$ cat src/rtl/ps2_host_tx.sv
// ps2_host_tx: host-to-device PS/2 command transmitter.
// Inhibits the bus, shifts out one framed byte, then checks the device ack.
module ps2_host_tx #(
  parameter int INHIBIT_CYCLES = 14300,
  parameter int SETUP_CYCLES   = 260,
  parameter int TIMEOUT_CYCLES = 1950000,
  parameter int SYNC_STAGES    = 2
) (
  input  logic       clk,
  input  logic       rst,
  input  logic       ps2_clk_in,
  input  logic       ps2_data_in,
  input  logic [7:0] tx_data,
  input  logic       tx_start,
  output logic       ps2_clk_oe,
  output logic       ps2_data_oe,
  output logic       busy,
  output logic       done,
  output logic       ack_ok,
  output logic       error
);

  localparam int SN = (SYNC_STAGES < 2) ? 2 : SYNC_STAGES;
  localparam int MAX_A =
    (INHIBIT_CYCLES > SETUP_CYCLES) ? INHIBIT_CYCLES : SETUP_CYCLES;
  localparam int MAX_C =
    (MAX_A > TIMEOUT_CYCLES) ? MAX_A : TIMEOUT_CYCLES;
  localparam int CW = $clog2(MAX_C + 1);

  localparam logic [CW-1:0] INH_END = CW'(INHIBIT_CYCLES - 1);
  localparam logic [CW-1:0] SET_END = CW'(SETUP_CYCLES - 1);
  localparam logic [CW-1:0] TO_END  = CW'(TIMEOUT_CYCLES - 1);

  typedef enum logic [2:0] {
    S_IDLE,
    S_INHIBIT,
    S_SETUP,
    S_SEND,
    S_ACK,
    S_RELEASE
  } state_t;

  state_t state, state_n;

  logic [SN-1:0] clk_sync;
  logic [SN-1:0] dat_sync;
  logic          clk_prev;
  logic          clk_s;
  logic          dat_s;
  logic          fall;

  logic [CW-1:0] cnt, cnt_n;
  logic [3:0]    bit_cnt, bit_n;
  logic [8:0]    shreg, sh_n;

  logic clk_oe_n;
  logic dat_oe_n;
  logic busy_n;
  logic done_n;
  logic ack_n;
  logic err_n;
  logic timeout;
  logic abort;

  assign clk_s   = clk_sync[SN-1];
  assign dat_s   = dat_sync[SN-1];
  assign fall    = clk_prev & ~clk_s;
  assign timeout = (cnt == TO_END);

  // Bring the bus lines into the clk domain; idle bus level is high.
  always_ff @(posedge clk or negedge rst) begin
    if (!rst) begin
      clk_sync <= '1;
      dat_sync <= '1;
      clk_prev <= 1'b1;
    end else begin
      clk_sync <= {clk_sync[SN-2:0], ps2_clk_in};
      dat_sync <= {dat_sync[SN-2:0], ps2_data_in};
      clk_prev <= clk_s;
    end
  end

  // State, counters, shift register and registered outputs.
  always_ff @(posedge clk or negedge rst) begin
    if (!rst) begin
      state       <= S_IDLE;
      cnt         <= '0;
      bit_cnt     <= '0;
      shreg       <= '0;
      ps2_clk_oe  <= 1'b0;
      ps2_data_oe <= 1'b0;
      busy        <= 1'b0;
      done        <= 1'b0;
      ack_ok      <= 1'b0;
      error       <= 1'b0;
    end else begin
      state       <= state_n;
      cnt         <= cnt_n;
      bit_cnt     <= bit_n;
      shreg       <= sh_n;
      ps2_clk_oe  <= clk_oe_n;
      ps2_data_oe <= dat_oe_n;
      busy        <= busy_n;
      done        <= done_n;
      ack_ok      <= ack_n;
      error       <= err_n;
    end
  end

  // Next-state and next-output logic for the transmit sequence.
  always_comb begin
    state_n  = state;
    cnt_n    = cnt + 1'b1;
    bit_n    = bit_cnt;
    sh_n     = shreg;
    clk_oe_n = ps2_clk_oe;
    dat_oe_n = ps2_data_oe;
    busy_n   = busy;
    done_n   = 1'b0;
    ack_n    = ack_ok;
    err_n    = error;
    abort    = 1'b0;

    unique case (state)
      S_IDLE: begin
        cnt_n = '0;
        if (tx_start) begin
          sh_n     = {~^tx_data, tx_data};
          busy_n   = 1'b1;
          err_n    = 1'b0;
          ack_n    = 1'b0;
          clk_oe_n = 1'b1;
          dat_oe_n = 1'b0;
          state_n  = S_INHIBIT;
        end
      end
      S_INHIBIT: begin
        if (cnt == INH_END) begin
          dat_oe_n = 1'b1;
          state_n  = S_SETUP;
        end
      end
      S_SETUP: begin
        if (cnt == SET_END) begin
          clk_oe_n = 1'b0;
          bit_n    = '0;
          state_n  = S_SEND;
        end
      end
      S_SEND: begin
        if (fall) begin
          cnt_n = '0;
          if (bit_cnt < 4'd9) begin
            dat_oe_n = ~shreg[0];
            sh_n     = {1'b0, shreg[8:1]};
            bit_n    = bit_cnt + 4'd1;
          end else begin
            dat_oe_n = 1'b0;
            state_n  = S_ACK;
          end
        end else if (timeout) begin
          abort = 1'b1;
        end
      end
      S_ACK: begin
        if (fall) begin
          cnt_n   = '0;
          ack_n   = ~dat_s;
          err_n   = dat_s;
          state_n = S_RELEASE;
        end else if (timeout) begin
          abort = 1'b1;
        end
      end
      S_RELEASE: begin
        if (timeout) begin
          abort = 1'b1;
        end else if (clk_s && dat_s) begin
          done_n  = 1'b1;
          busy_n  = 1'b0;
          state_n = S_IDLE;
        end else if (fall) begin
          cnt_n = '0;
        end
      end
      default: begin
        state_n = S_IDLE;
      end
    endcase

    if (abort) begin
      clk_oe_n = 1'b0;
      dat_oe_n = 1'b0;
      err_n    = 1'b1;
      ack_n    = 1'b0;
      done_n   = 1'b1;
      busy_n   = 1'b0;
      state_n  = S_IDLE;
    end

    if (state_n != state) begin
      cnt_n = '0;
    end
  end

endmodule

$ cat config.mk
export PLATFORM = sky130hd
export DESIGN_NAME = ps2_host_tx
export DESIGN_NICKNAME = d
export VERILOG_FILES = /design/src/rtl/ps2_host_tx.sv
export SDC_FILE = /design/constraint.sdc
export NUM_CORES = 1
export LEC_CHECK = 0
export ABC_AREA = 0
export BUFFER_PORTS_ARGS = -buffer_cell sky130_fd_sc_hd__buf_2
export CORE_MARGIN = 5
export CORE_UTILIZATION = 45
export DETAILED_ROUTE_END_ITERATION = 8
export GPL_TIMING_DRIVEN = 0
export PLACE_DENSITY = 0.71
export SLEW_MARGIN = 20
export SYNTH_ARGS = -nofsm -noshare
export SYNTH_HDL_FRONTEND = slang
export SYNTH_SLANG_ARGS = --single-unit
$ cat constraint.sdc
create_clock -name clk -period 1.93 [get_ports clk]
set_clock_uncertainty 0.15 [all_clocks]
set_input_delay 0.386 -clock clk [delete_from_list [all_inputs] [get_ports clk]]
set_output_delay 0.386 -clock clk [all_outputs]
set_load 0.02 [all_outputs]
Yosys cells after proc, flatten, opt, wreduce, memory -nomap -nowiden. Index checks and enable logic that the tools add are counted.

Register bits: 48. Latch bits: 0. Bits in writable memories: 0. ROM bits: 0. Bits of input ports: 13. Output and inout port bits: 6. Word-level logic and storage cells: 106. Memories: 0.

Add/subtract/negate cells: 2. $mul: 0. Div/mod/pow operators: 0. Magnitude comparators: 1. Equal/unequal tests: 20. Shift-type cells: 0. Multiplexer cells: 50. Bitwise operators: 4. Reduce and logical (&&, ||, !) cells: 16.

Operator list (number): 21-bit two-way mux (4); 21-bit case mux with 3 select lines (1); 3-bit two-way mux (9); 9-bit two-way mux (3); 21-bit by 1-bit adder with 21-bit output, second input constant (1); 21-bit by 14-bit == test with 1-bit output, second input constant (1); 21-bit == test, second input constant (1); 21-bit by 9-bit == test with 1-bit output, second input constant (1); 1-bit two-way mux (21); 3-bit inequality test, second input constant (7); 3-bit case mux with 6 select lines (1); 9-bit case mux with 2 select lines (1); 4-bit AND reduction (4); 4-bit two-way mux (3); 1-bit case mux with 2 select lines (5); 3-bit nonzero test (3); 2-bit inequality test, second input constant (4); 4-bit case mux with 2 select lines (1); 8-bit XNOR reduction (1); 3-bit by 2-bit == test with 1-bit output, second input constant (2); 3-bit == test, second input constant (2); 3-bit AND reduction (2); 4-bit by 1-bit adder with 4-bit output, second input constant (1); 4-bit less-than comparator, second input constant (1); other kinds (10) (13).

Depth between registers and ports, before layout.
Depth in word-level cells: 7. Depth in mapped cells: 8.

Least setup slack after synthesis. OpenSTA, ideal clock, no wires.

Kind: reg2reg. From: register cnt[0]. To: register cnt[2]. Data arrival time: 1.860 ns. Data required time: 1.654 ns. Slack: -0.205 ns. Stages on the path, launching flop included: 9. Buffers on the path: 1. Cell sequence: dfrtp_1 -> ha_1 -> nor4b_2 -> nand2_1 -> or4_1 -> buf_2 -> nand3_1 -> a2bb2oi_2 -> nor3_1.

Word-level cells in the longest chain between the ends: 7.

Ends and longest elaborated chain: from (decl) (line 52) `logic [CW-1:0] cnt, cnt_n;`; from (signal assigned) (line 98) `cnt <= cnt_n;`; parallel branches: the longest is 6 deep, another holds 21-bit by 1-bit adder with 21-bit output; 21-bit two-way mux * (line 201) `if (state_n != state) begin`; named net cnt_n[2] (line 52).

Mark *: on every way through the listed nets, which the timed path passes. A chain may end at the register's enable or synchronous reset.

Final worst setup path.
From: register cnt[17]. To: register cnt[2].

Word-level cells in the longest chain between the ends: 7.

Ends and longest elaborated chain: 21-bit == test (line 68) `assign timeout = (cnt == TO_END);`; 1-bit two-way mux (line 161, 171, 176); 1-bit two-way mux (line 151) `if (fall) begin`; 1-bit case mux with 2 select lines (line 124) `unique case (state)`; 3-bit two-way mux (line 191) `if (abort) begin`; 3-bit inequality test (line 201); 21-bit two-way mux * (line 201); named net cnt_n[2] (line 52).

Mark *: on every way through the listed nets, which the timed path passes. The rest lies on a longest branch.

==> qor.yml <==
antenna_cells: 0
synth_seq_area_share: 0.457
cap_violations: 0
num_vias: 2103
yosys-top-cells-area: "dfrtp_1, xnor2_1, nor2_1, dfstp_2, mux2i_1"
clk_path_buf_depth: 2
crit_start: "cnt[17]$_DFF_PN0_"
cts.sinks: 48
crit_arrival_ps: 2330
seqCellArea_sq_um: 1210
syn-instance-count: 274
cp.required_ps: 1990
mappedNetlistNets: 290
async_reset_ff_frac: 1.00
netlist_area_sq_um: 2640
yosysUniqueCellTypes: 58
final_layout_size_suffix_gt1_frac: 0.332
synthTopCellsByCount: "nor2_1, dfrtp_1, xnor2_1"
r2r-end: "cnt[2]$_DFF_PN0_"
cts_made_buffers: 5
maxSlewViolCount: 0
io_buffers: 18
drt_iter0_drc: 177
ir_worst_vdd_mv: 0.402
tns_ps: -6290
critical_path_class: "reg2reg"
violations: "negative setup slack"
r2r-start: "cnt[17]$_DFF_PN0_"
fin_crit_ps: 2270
start_util: 0.454
io_pins: 19
antenna_left: 0
rsz0062_at_grt: "true"
grt_overflow: 0
p_leak_nw: 1.51
hold_path_depth: 1
grt_pass1_vias: 1972
ys_ff_latch: 48
p_per_area_nw_per_um2: 505
tritoncts: "yes"
drc_errors: 0
dp_hpwl_um: 3660
synth_edf_count: 0
clkTransAtPathRegs_ps: 80
max_slew_margin: 0.602
cts.root.buffer_cell: "clkbuf_8"
n_fill_cell: 489
setup_viol: 34
period_share: 1.18
holdCritPathClass: "in2reg"
grt_use_total: 0.154
status: "finished with violations"
r2r_slack_ps: -340
antenna_found_initial: 0
synthToLayoutAreaGrowth_pct: 27.2
firstDrtPassIters: 4
synth.top_cell.area_share: 0.407
utilization: 0.578
rows: 28
die-area_sq_um: 7500
fmax_mhz: 440
gp_congestion: 0.862
end_kind: "register"
grt_pass1_wl_um: 9350
finalHoldViolations: 0
synth.avg_cell_area_sq_um: 9.64
yosysMostFrequentCell: "nor2_1"
synth_top_flop_cell: "dfrtp_1"
insertion_delay_ps: 310
yosysTopAreaCell: "dfrtp_1"
cts_max_level: 2
chipHeight_um: 86.6
grt_max_degree: 49
path_max_fanout: 5
worstMarginPinSlew_ps: 598
finalNetCount: 337
critical_path.startpoint_type: "register"
viasPerCell: 5.30
setup_slack_ps: -345
endpoint: "cnt[2]$_DFF_PN0_"
multi_input_area_sq_um: 1510
synth_warnings: 0
reg2reg_depth: 8
fp.coreArea_sq_um: 5820
wl_um: 5660
die_width_um: 86.6
wl_per_cell_um: 14.3
## worst min path at each step
stage / from / to / slack [ps]
floorplan: rst / ack_ok$_DFFE_PN0P_ / -60
global placement: dat_sync[0]$_DFF_PN1_ / dat_sync[1]$_DFF_PN1_ / 200
detailed placement: dat_sync[0]$_DFF_PN1_ / dat_sync[1]$_DFF_PN1_ / 200
CTS: ps2_data_in / dat_sync[0]$_DFF_PN1_ / 20
global route: ps2_clk_in / clk_sync[0]$_DFF_PN1_ / 20
finish: ps2_data_in / dat_sync[0]$_DFF_PN1_ / 30
## layout make-up
class / count / area share
Multi-Input combinational cell: 204 / 0.449
Inverter: 11 / 0.0123
Sequential cell: 48 / 0.359
Buffer: 9 / 0.0316
Tap cell: 75 / 0.0279
Timing Repair Buffer: 42 / 0.0945
Clock buffer: 6 / 0.0216
Clock inverter: 2 / 0.00372
## per-stage QoR
step | hold slack, ps | std cells | power (W) | setup slack, ps | cell area (sq um)
finish | 32.5 | 397 | 0.00170 | -345 | 3360
detailed placement | 197 | 367 | 0.00113 | -522 | 2870
global route | 18.1 | 397 | 0.00177 | -417 | 3360
global placement | 196 | 367 | 0.00113 | -488 | 2870
CTS | 22.5 | 384 | 0.00172 | -312 | 3130
floorplan | -59.6 | 274 | 0.00109 | -151 | 2690
## where the power goes
group | internal, W | switching, W
logic | 0.0000359 | 0.0000506
registers | 0.00102 | 0.00000753
clock network | 0.000254 | 0.000330
total | 0.00131 | 0.000388
## critical path, cell delays in order, from the launching register on
cell and delay [ps]:
dfrtp_1 460, nand4b_1 280, nor3_2 280, a21oi_1 130, o31ai_1 290, o21ai_2 140, buf_4 160, buf_4 120
nor3_1 180
## registers in the layout, indices dropped and copies added, names as in the netlist
signal	flops
clk_prev	1
done	1
clk_sync	2
bit_cnt	4
busy	1
ps2_clk_oe	1
error	1
state	3
shreg	9
ps2_data_oe	1
ack_ok	1
cnt	21
dat_sync	2
## layer usage
layer / vias up / wire, um / track usage
li1: 1035 / - / -
met1: 1020 / 2670 / 0.222
met2: 41 / 2710 / 0.238
met3: 7 / 214 / 0.0285
met4: 0 / 59 / 0.0411
met5: - / 0 / 0
## cell families after synthesis
logic type      share of synthesized area
simple gates                        0.248
mux                                0.0303
flops                               0.457
fa+ha+maj                          0.0142
buf+inv                            0.0497
compound gates                      0.111
xor+xnor                           0.0895
## cell usage in the layout, fill, tap and decap left out, types with 7 or more instances in the layout
master and n:
clkbuf_8 7, xnor2_1 20, buf_6 9, xor2_1 7, nor2_1 45, nand2_1 14, nand3_1 11, inv_1 11
buf_4 18, a21oi_1 11, nor3_1 8, dfrtp_1 43, buf_2 18, mux2i_1 8
## repair_timing
item,in CTS,in global routing
gates resized for setup,22,23
setup buffers,10,11
endpoints found under the hold margin,0,23
setup endpoints to repair,42,42
gates cloned,0,2
pin swaps,8,13
hold buffers,0,1
Power figures use the tool's default switching activity.
